==> src/rtl/drop_controller.sv <==
// drop_controller: turns debounced button presses into cursor moves, legal drops and turn alternation
module drop_controller #(
  parameter int ROWS = 4
) (
  input  logic       clk,
  input  logic       reset,
  input  logic       btn_left,
  input  logic       btn_right,
  input  logic       btn_drop,
  input  logic       game_over,
  input  logic [2:0] height_0,
  input  logic [2:0] height_1,
  input  logic [2:0] height_2,
  input  logic [2:0] height_3,
  output logic [1:0] cursor,
  output logic       player,
  output logic [1:0] counter,
  output logic       add,
  output logic       place_valid,
  output logic [2:0] place_row,
  output logic [1:0] place_col,
  output logic       place_player,
  output logic       rejected
);
  typedef enum logic [1:0] {IDLE, DROP, SETTLE} state_t;
  state_t     state_q, state_d;
  logic [2:0] hist_q, ev, h_sel;
  logic [1:0] cursor_q, cursor_d, counter_q, counter_d, col_q, col_d;
  logic [2:0] row_q, row_d;
  logic       player_q, player_d, add_q, add_d, pv_q, pv_d, rej_q, rej_d, pp_q, pp_d, full;
  // bits are {drop, right, left}; history resets high so a held button yields no event
  assign ev = {btn_drop, btn_right, btn_left} & ~hist_q;
  always_comb
    h_sel = cursor_q == 2'd0 ? height_0 :
            cursor_q == 2'd1 ? height_1 :
            cursor_q == 2'd2 ? height_2 : height_3;
  assign full = 32'(h_sel) >= ROWS;
  always_comb begin
    state_d   = state_q;
    cursor_d  = cursor_q;
    player_d  = player_q;
    counter_d = counter_q;
    add_d     = 1'b0;
    pv_d      = 1'b0;
    rej_d     = 1'b0;
    row_d     = row_q;
    col_d     = col_q;
    pp_d      = pp_q;
    case (state_q)
      IDLE:
        if (ev[2]) begin
          if (game_over || full) rej_d = 1'b1;
          else begin
            state_d   = DROP;
            add_d     = 1'b1;
            counter_d = cursor_q;
            pv_d      = 1'b1;
            row_d     = h_sel;
            col_d     = cursor_q;
            pp_d      = player_q;
          end
        end else if (ev[1] ^ ev[0]) cursor_d = ev[0] ? cursor_q - 2'd1 : cursor_q + 2'd1;
      DROP: begin
        state_d  = SETTLE;
        player_d = ~player_q;
      end
      default: state_d = IDLE;
    endcase
  end
  always_ff @(posedge clk or negedge reset)
    if (!reset) begin
      state_q   <= IDLE;
      hist_q    <= 3'b111;
      cursor_q  <= '0;
      player_q  <= 1'b0;
      counter_q <= '0;
      add_q     <= 1'b0;
      pv_q      <= 1'b0;
      rej_q     <= 1'b0;
      row_q     <= '0;
      col_q     <= '0;
      pp_q      <= 1'b0;
    end else begin
      state_q   <= state_d;
      hist_q    <= {btn_drop, btn_right, btn_left};
      cursor_q  <= cursor_d;
      player_q  <= player_d;
      counter_q <= counter_d;
      add_q     <= add_d;
      pv_q      <= pv_d;
      rej_q     <= rej_d;
      row_q     <= row_d;
      col_q     <= col_d;
      pp_q      <= pp_d;
    end
  assign cursor       = cursor_q;
  assign player       = player_q;
  assign counter      = counter_q;
  assign add          = add_q;
  assign place_valid  = pv_q;
  assign place_row    = row_q;
  assign place_col    = col_q;
  assign place_player = pp_q;
  assign rejected     = rej_q;
endmodule

==> config.mk <==
export PLATFORM = sky130hd
export DESIGN_NAME = drop_controller
export DESIGN_NICKNAME = d
export VERILOG_FILES = /design/src/rtl/drop_controller.sv
export SDC_FILE = /design/constraint.sdc
export NUM_CORES = 1
export LEC_CHECK = 0
export CORE_AREA = 2 2 47 49
export DETAILED_ROUTE_END_ITERATION = 6
export DIE_AREA = 0 0 49 51
export PLACE_DENSITY = 0.73
export REMOVE_ABC_BUFFERS = 1
export SLEW_MARGIN = 20
export SYNTH_ARGS = -nofsm -noshare
export SYNTH_HDL_FRONTEND = slang
export SYNTH_SLANG_ARGS = --single-unit
==> constraint.sdc <==
create_clock -name clk -period 2.05 [get_ports clk]
set_clock_uncertainty 0.2 [all_clocks]
set_input_delay 0.615 -clock clk [delete_from_list [all_inputs] [get_ports clk]]
set_output_delay 0.615 -clock clk [all_outputs]
set_load 0.01 [all_outputs]
[Word level (Yosys, flattened, before mapping)]
Cells that the tools add are included.
Cells by class
  div/mod/pow operators: 0
  shift-type cells: 0
  order comparisons: 1
  $add $sub $neg: 2
  equality and inequality tests: 5
  muxes and demuxes: 13
  reductions and logical operators: 6
  $mul: 0
  bitwise operators: 6
Operators with widths (number)
  3-bit two-way mux: 3
  1-bit two-way mux: 6
  2-bit two-way mux: 3
  3-bit AND reduction: 2
  2-bit by 1-bit equality test with 1-bit output, second input constant: 2
  2-bit zero test: 2
  2-bit != test, second input constant: 2
  2-bit one-hot mux with 2 select lines: 1
  3-bit bitwise AND: 1
  3-bit >= comparator, second input constant: 1
  1-bit inverter: 3
  3-bit inverter: 1
  2-bit by 1-bit adder with 2-bit output, second input constant: 1
  2-bit equality test, second input constant: 1
  2-bit AND reduction: 1
  2-bit by 1-bit subtractor with 2-bit output, second input constant: 1
  1-bit logical OR: 1
  1-bit bitwise XOR: 1
Word-level totals
  latch bits: 0
  register bits after elaboration: 16
  word-level logic and storage cells: 42
  memories: 0
  input port bits: 18
  memory bits (read-only): 0
  output and inout port bits: 14
  memory bits (writable): 0

[Longest topological paths before layout]
  depth after elaboration: 9
  mapped depth: 6
  gate-level depth less buffers: 6

[Least setup slack after synthesis]
OpenSTA, ideal clock, no wires.
  kind: reg-to-reg
  start: register cursor_q[0] (netlist: cursor[0])
  end: register col_q[1] (netlist: place_col[1])
  slack: 0.112 ns
  period minus slack after synthesis: 1.938 ns
  buffers on the path: 0
  data arrival time: 1.613 ns
  required time: 1.725 ns
  setup time: 0.125 ns
  stages on the path, launching flop included: 7
  path through: dfrtp_1 inv_1 ha_1 mux2i_1 o311a_4 nand3_4 mux2_4
On the way
  longest elaborated chain between the ends: 8
  elaborated cells on any way between the ends: 10
  classes of those cells: order compare (1); eq/ne (2); mux (3); bitwise (1); reduce/logical (3)
RTL lines
  start: declaration: line 28  | logic [1:0] cursor_q, cursor_d, counter_q, counter_d, col_q, col_d;
  start signal: assignment: line 86  | cursor_q <= cursor_d;
  2-bit equality test: line 36  | cursor_q == 2'd2 ? height_2 : height_3;
  3-bit two-way mux: line 36
  3-bit two-way mux: line 35  | cursor_q == 2'd1 ? height_1 :
  3-bit two-way mux *: line 34  | h_sel = cursor_q == 2'd0 ? height_0 :
  3-bit >= comparator *: line 37  | assign full = 32'(h_sel) >= ROWS;
  1-bit logical OR *: line 52  | if (game_over || full) rej_d = 1'b1;
  1-bit inverter (no line) *
  3-bit AND reduction (no line) *
  end signal: assignment: line 93  | col_q <= col_d;
  end: declaration: line 28
Every way passes the cells marked *; elsewhere a longest branch is shown, timed or not.
A chain may end at the register's enable or synchronous reset.

[Worst setup path after layout]
  start: register row_q[0] (netlist: place_row[0])
  end: output place_row[0]
RTL lines
  start: declaration: line 29  | logic [2:0] row_q, row_d;
  start signal: assignment: line 92  | row_q <= row_d;
  end: declaration: line 20  | output logic [2:0] place_row,
No word-level cell between the ends.

==> results.sh <==
export IMPL_start_util=0.392
export IMPL_setup_viol=0
export IMPL_antenna_left=0
export IMPL_synthTopCellsByArea="dfrtp_1, dfstp_2, mux2_4"
export IMPL_clkPwrFrac=0.139
export IMPL_yosys_area_top_type="dfrtp_1"
export IMPL_clock_latency_ns=0.29
export IMPL_synth_edff_count=0
export IMPL_grt_pass1_vias=636
export IMPL_required_ns=1.23
export IMPL_drive_gt1_frac=0.288
export IMPL_pwr_share_seq=0.320
export IMPL_utilization=0.611
export IMPL_place_congestion=0.685
export IMPL_critPathArrivalTime_ns=1.18
export IMPL_p_sw_frac=0.322
export IMPL_drc_errors=0
export IMPL_cts_reportedPaths_clkPinSlew_ns=0.09
export IMPL_fmax_mhz=501
export IMPL_status="complete, no violations"
export IMPL_drt_iter0_markers=3
export IMPL_yosys_top_cells_count="dfrtp_1, inv_1, mux2_4"
export IMPL_postRouteWirelength_microns=1560
export IMPL_io_pins=32
export IMPL_area_growth_pct=55.8
export IMPL_slowest_stage="clkdlybuf4s50_1"
export IMPL_switchingPower_mw=0.477
export IMPL_tightest_slew_ns=0.282
export IMPL_synth_area_sq_um=810
export IMPL_synth_seq_cells=16
export IMPL_critPathTopFamily="buffers and inverters"
export IMPL_min_path_cells=1
export IMPL_setup_worst_path_end_class="output port"
export IMPL_slowest_delay_ns=0.54
export IMPL_die_x_microns=49
export IMPL_power_frac_comb=0.542
export IMPL_placementRows=17
export IMPL_grt_start_max_net_pins=13
export IMPL_crit_cells=1
export IMPL_internal_power_mw=1.00
export IMPL_grt_first_pass_wirelength_microns=2620
export IMPL_peakVddDrop_v=0.000695
export IMPL_antenna_found_initial=0
export IMPL_synth_avg_cell_area_sq_um=12.6
export IMPL_cts_root_buf="clkbuf_4"
export IMPL_cp_num_buf_inv=1
export IMPL_fp_dieArea_sq_um=2500
export IMPL_rr_worst_depth=6
export IMPL_hold_class="flip-flop to flip-flop"
export IMPL_cts_buffers=3
export IMPL_hold_viol=0
export IMPL_routedWlPerCell_microns=11.8
export IMPL_synth_top_area_share=0.402
export IMPL_fin_area_sq_um=1260
export IMPL_hpwl_microns=1280
export IMPL_slew_viol_final=0
export IMPL_grt_ovfl_total=0
export IMPL_viasPerCell=4.56
export IMPL_slew_headroom=0.809
export IMPL_worstPathCellList="clkdlybuf4s50_1"
export IMPL_num_vias=602
export IMPL_cts_tree="built"
export IMPL_setup_tns_ns=0
export IMPL_htree_levels=1
export IMPL_powerDensity_nw_per_um2=1170
export IMPL_power_leakage_nw=0.640
export IMPL_synthFlopType="dfrtp_1"
export IMPL_place_area_sq_um=1170
export IMPL_yosysSeqAreaShare=0.499
export IMPL_synth_most_common_cell="dfrtp_1"
export IMPL_synth_distinct_cells=28
export IMPL_maxCapViolations=0
export IMPL_grt_usage=0.141
export IMPL_drt_pass1_iterations=4
export IMPL_critical_path_peak_fanout=2
export IMPL_fin_crit_ns=1.99
export IMPL_fillers=190
export IMPL_ys_async_sr_fraction=1.00
export IMPL_io_buffers=31
export IMPL_yosys_warnings=0
export IMPL_n_antenna_cell=0
export IMPL_period_share=0.973
export IMPL_fp_dieH_microns=51
export IMPL_syn_inst=64
export IMPL_critPathLaunchType="flip-flop"
export IMPL_clock_path_buffers=2
export IMPL_coreArea_sq_um=2060
export IMPL_crit_type="flip-flop to output port"
export IMPL_cts_sinks=16
export IMPL_finalNetCount=126
==> final timing paths <==
| kind | start | end | slack, ns |
|---|---|---|---|
| setup / recovery | place_row[0]$_DFFE_PN0P_ | place_row[0] | 0.06 |
| hold / removal | place_row[2]$_DFFE_PN0P_ | place_row[2]$_DFFE_PN0P_ | 0.29 |
| setup reg to reg | cursor[0]$_DFFE_PN0P_ | place_col[1]$_DFFE_PN0P_ | 0.09 |
| hold reg to reg | place_row[2]$_DFFE_PN0P_ | place_row[2]$_DFFE_PN0P_ | 0.29 |
| max in group asynchronous | reset | hist_q[2]$_DFF_PN1_ | 0.81 |
| min in group asynchronous | reset | cursor[0]$_DFFE_PN0P_ | 0.34 |
==> metal layers <==
| metal | GRT usage | vias up | share of wire |
|---|---|---|---|
| met5 | 0 | - | 0 |
| met4 | 0.0381 | 0 | 0 |
| met3 | 0.0526 | 0 | 0.051 |
| met2 | 0.260 | 15 | 0.54 |
| met1 | 0.151 | 287 | 0.41 |
| li1 | - | 300 | - |
==> sequential cells by signal, indices dropped and copies added (netlist names) <==
name and flops:
cursor 2, hist_q 3, place_col 2, place_player 1, place_row 3, place_valid 1, player 1, rejected 1
state_q 2
==> through the flow <==
stage	total power, mW	hold slack (ns)	setup WS [ns]	instances
global route	1.59	0.310	-0.00559	132
global placement	1.23	0.269	-0.164	125
detailed placement	1.25	0.276	-0.187	125
CTS	1.47	0.299	0.000516	131
finish	1.48	0.287	0.0557	132
floorplan	0.889	0.119	0.112	61
==> power groups by stage <==
stage               logic, mW  registers (mW)  clock network [mW]
CTS                     0.779           0.477               0.216
global placement        0.740           0.492                   0
finish                  0.802           0.473               0.206
global route            0.875           0.491               0.226
floorplan               0.353           0.536                   0
detailed placement      0.754           0.492                   0
==> kinds of logic after synthesis <==
logic type	synth area share
simple gates	0.136
flops	0.499
mux	0.158
compound gates	0.0881
buf+inv	0.0510
fa+ha+maj	0.0464
xor+xnor	0.0216
==> layout make-up <==
type | count | area [sq um] | area share
tap | 28 | 35.0 | 0.0278
sequential | 16 | 404 | 0.320
timing repair buffer | 39 | 385 | 0.306
multi-input combinational | 40 | 382 | 0.303
inverter | 5 | 18.8 | 0.0149
clock buffer | 4 | 36.3 | 0.0288
==> cell usage in the layout (no fill, tap or decap), drive strengths merged, types with 2 or more instances in the layout <==
cell	n
a21oi	3
buf	8
clkbuf	4
clkdlybuf4s50	22
dfrtp	13
dfstp	3
dlygate4sd2	2
dlymetal6s2s	7
ha	3
inv	5
mux2	7
mux2i	3
nand2	4
nand2b	2
nor2	2
nor2b	2
o21ai	2
==> repair_timing <==
action                                  CTS  global route
hold buffers                              0             0
gates resized for setup                   2            12
setup buffers                             2             1
endpoints found under the setup margin    3            13
(Power assumes the default switching activity.)
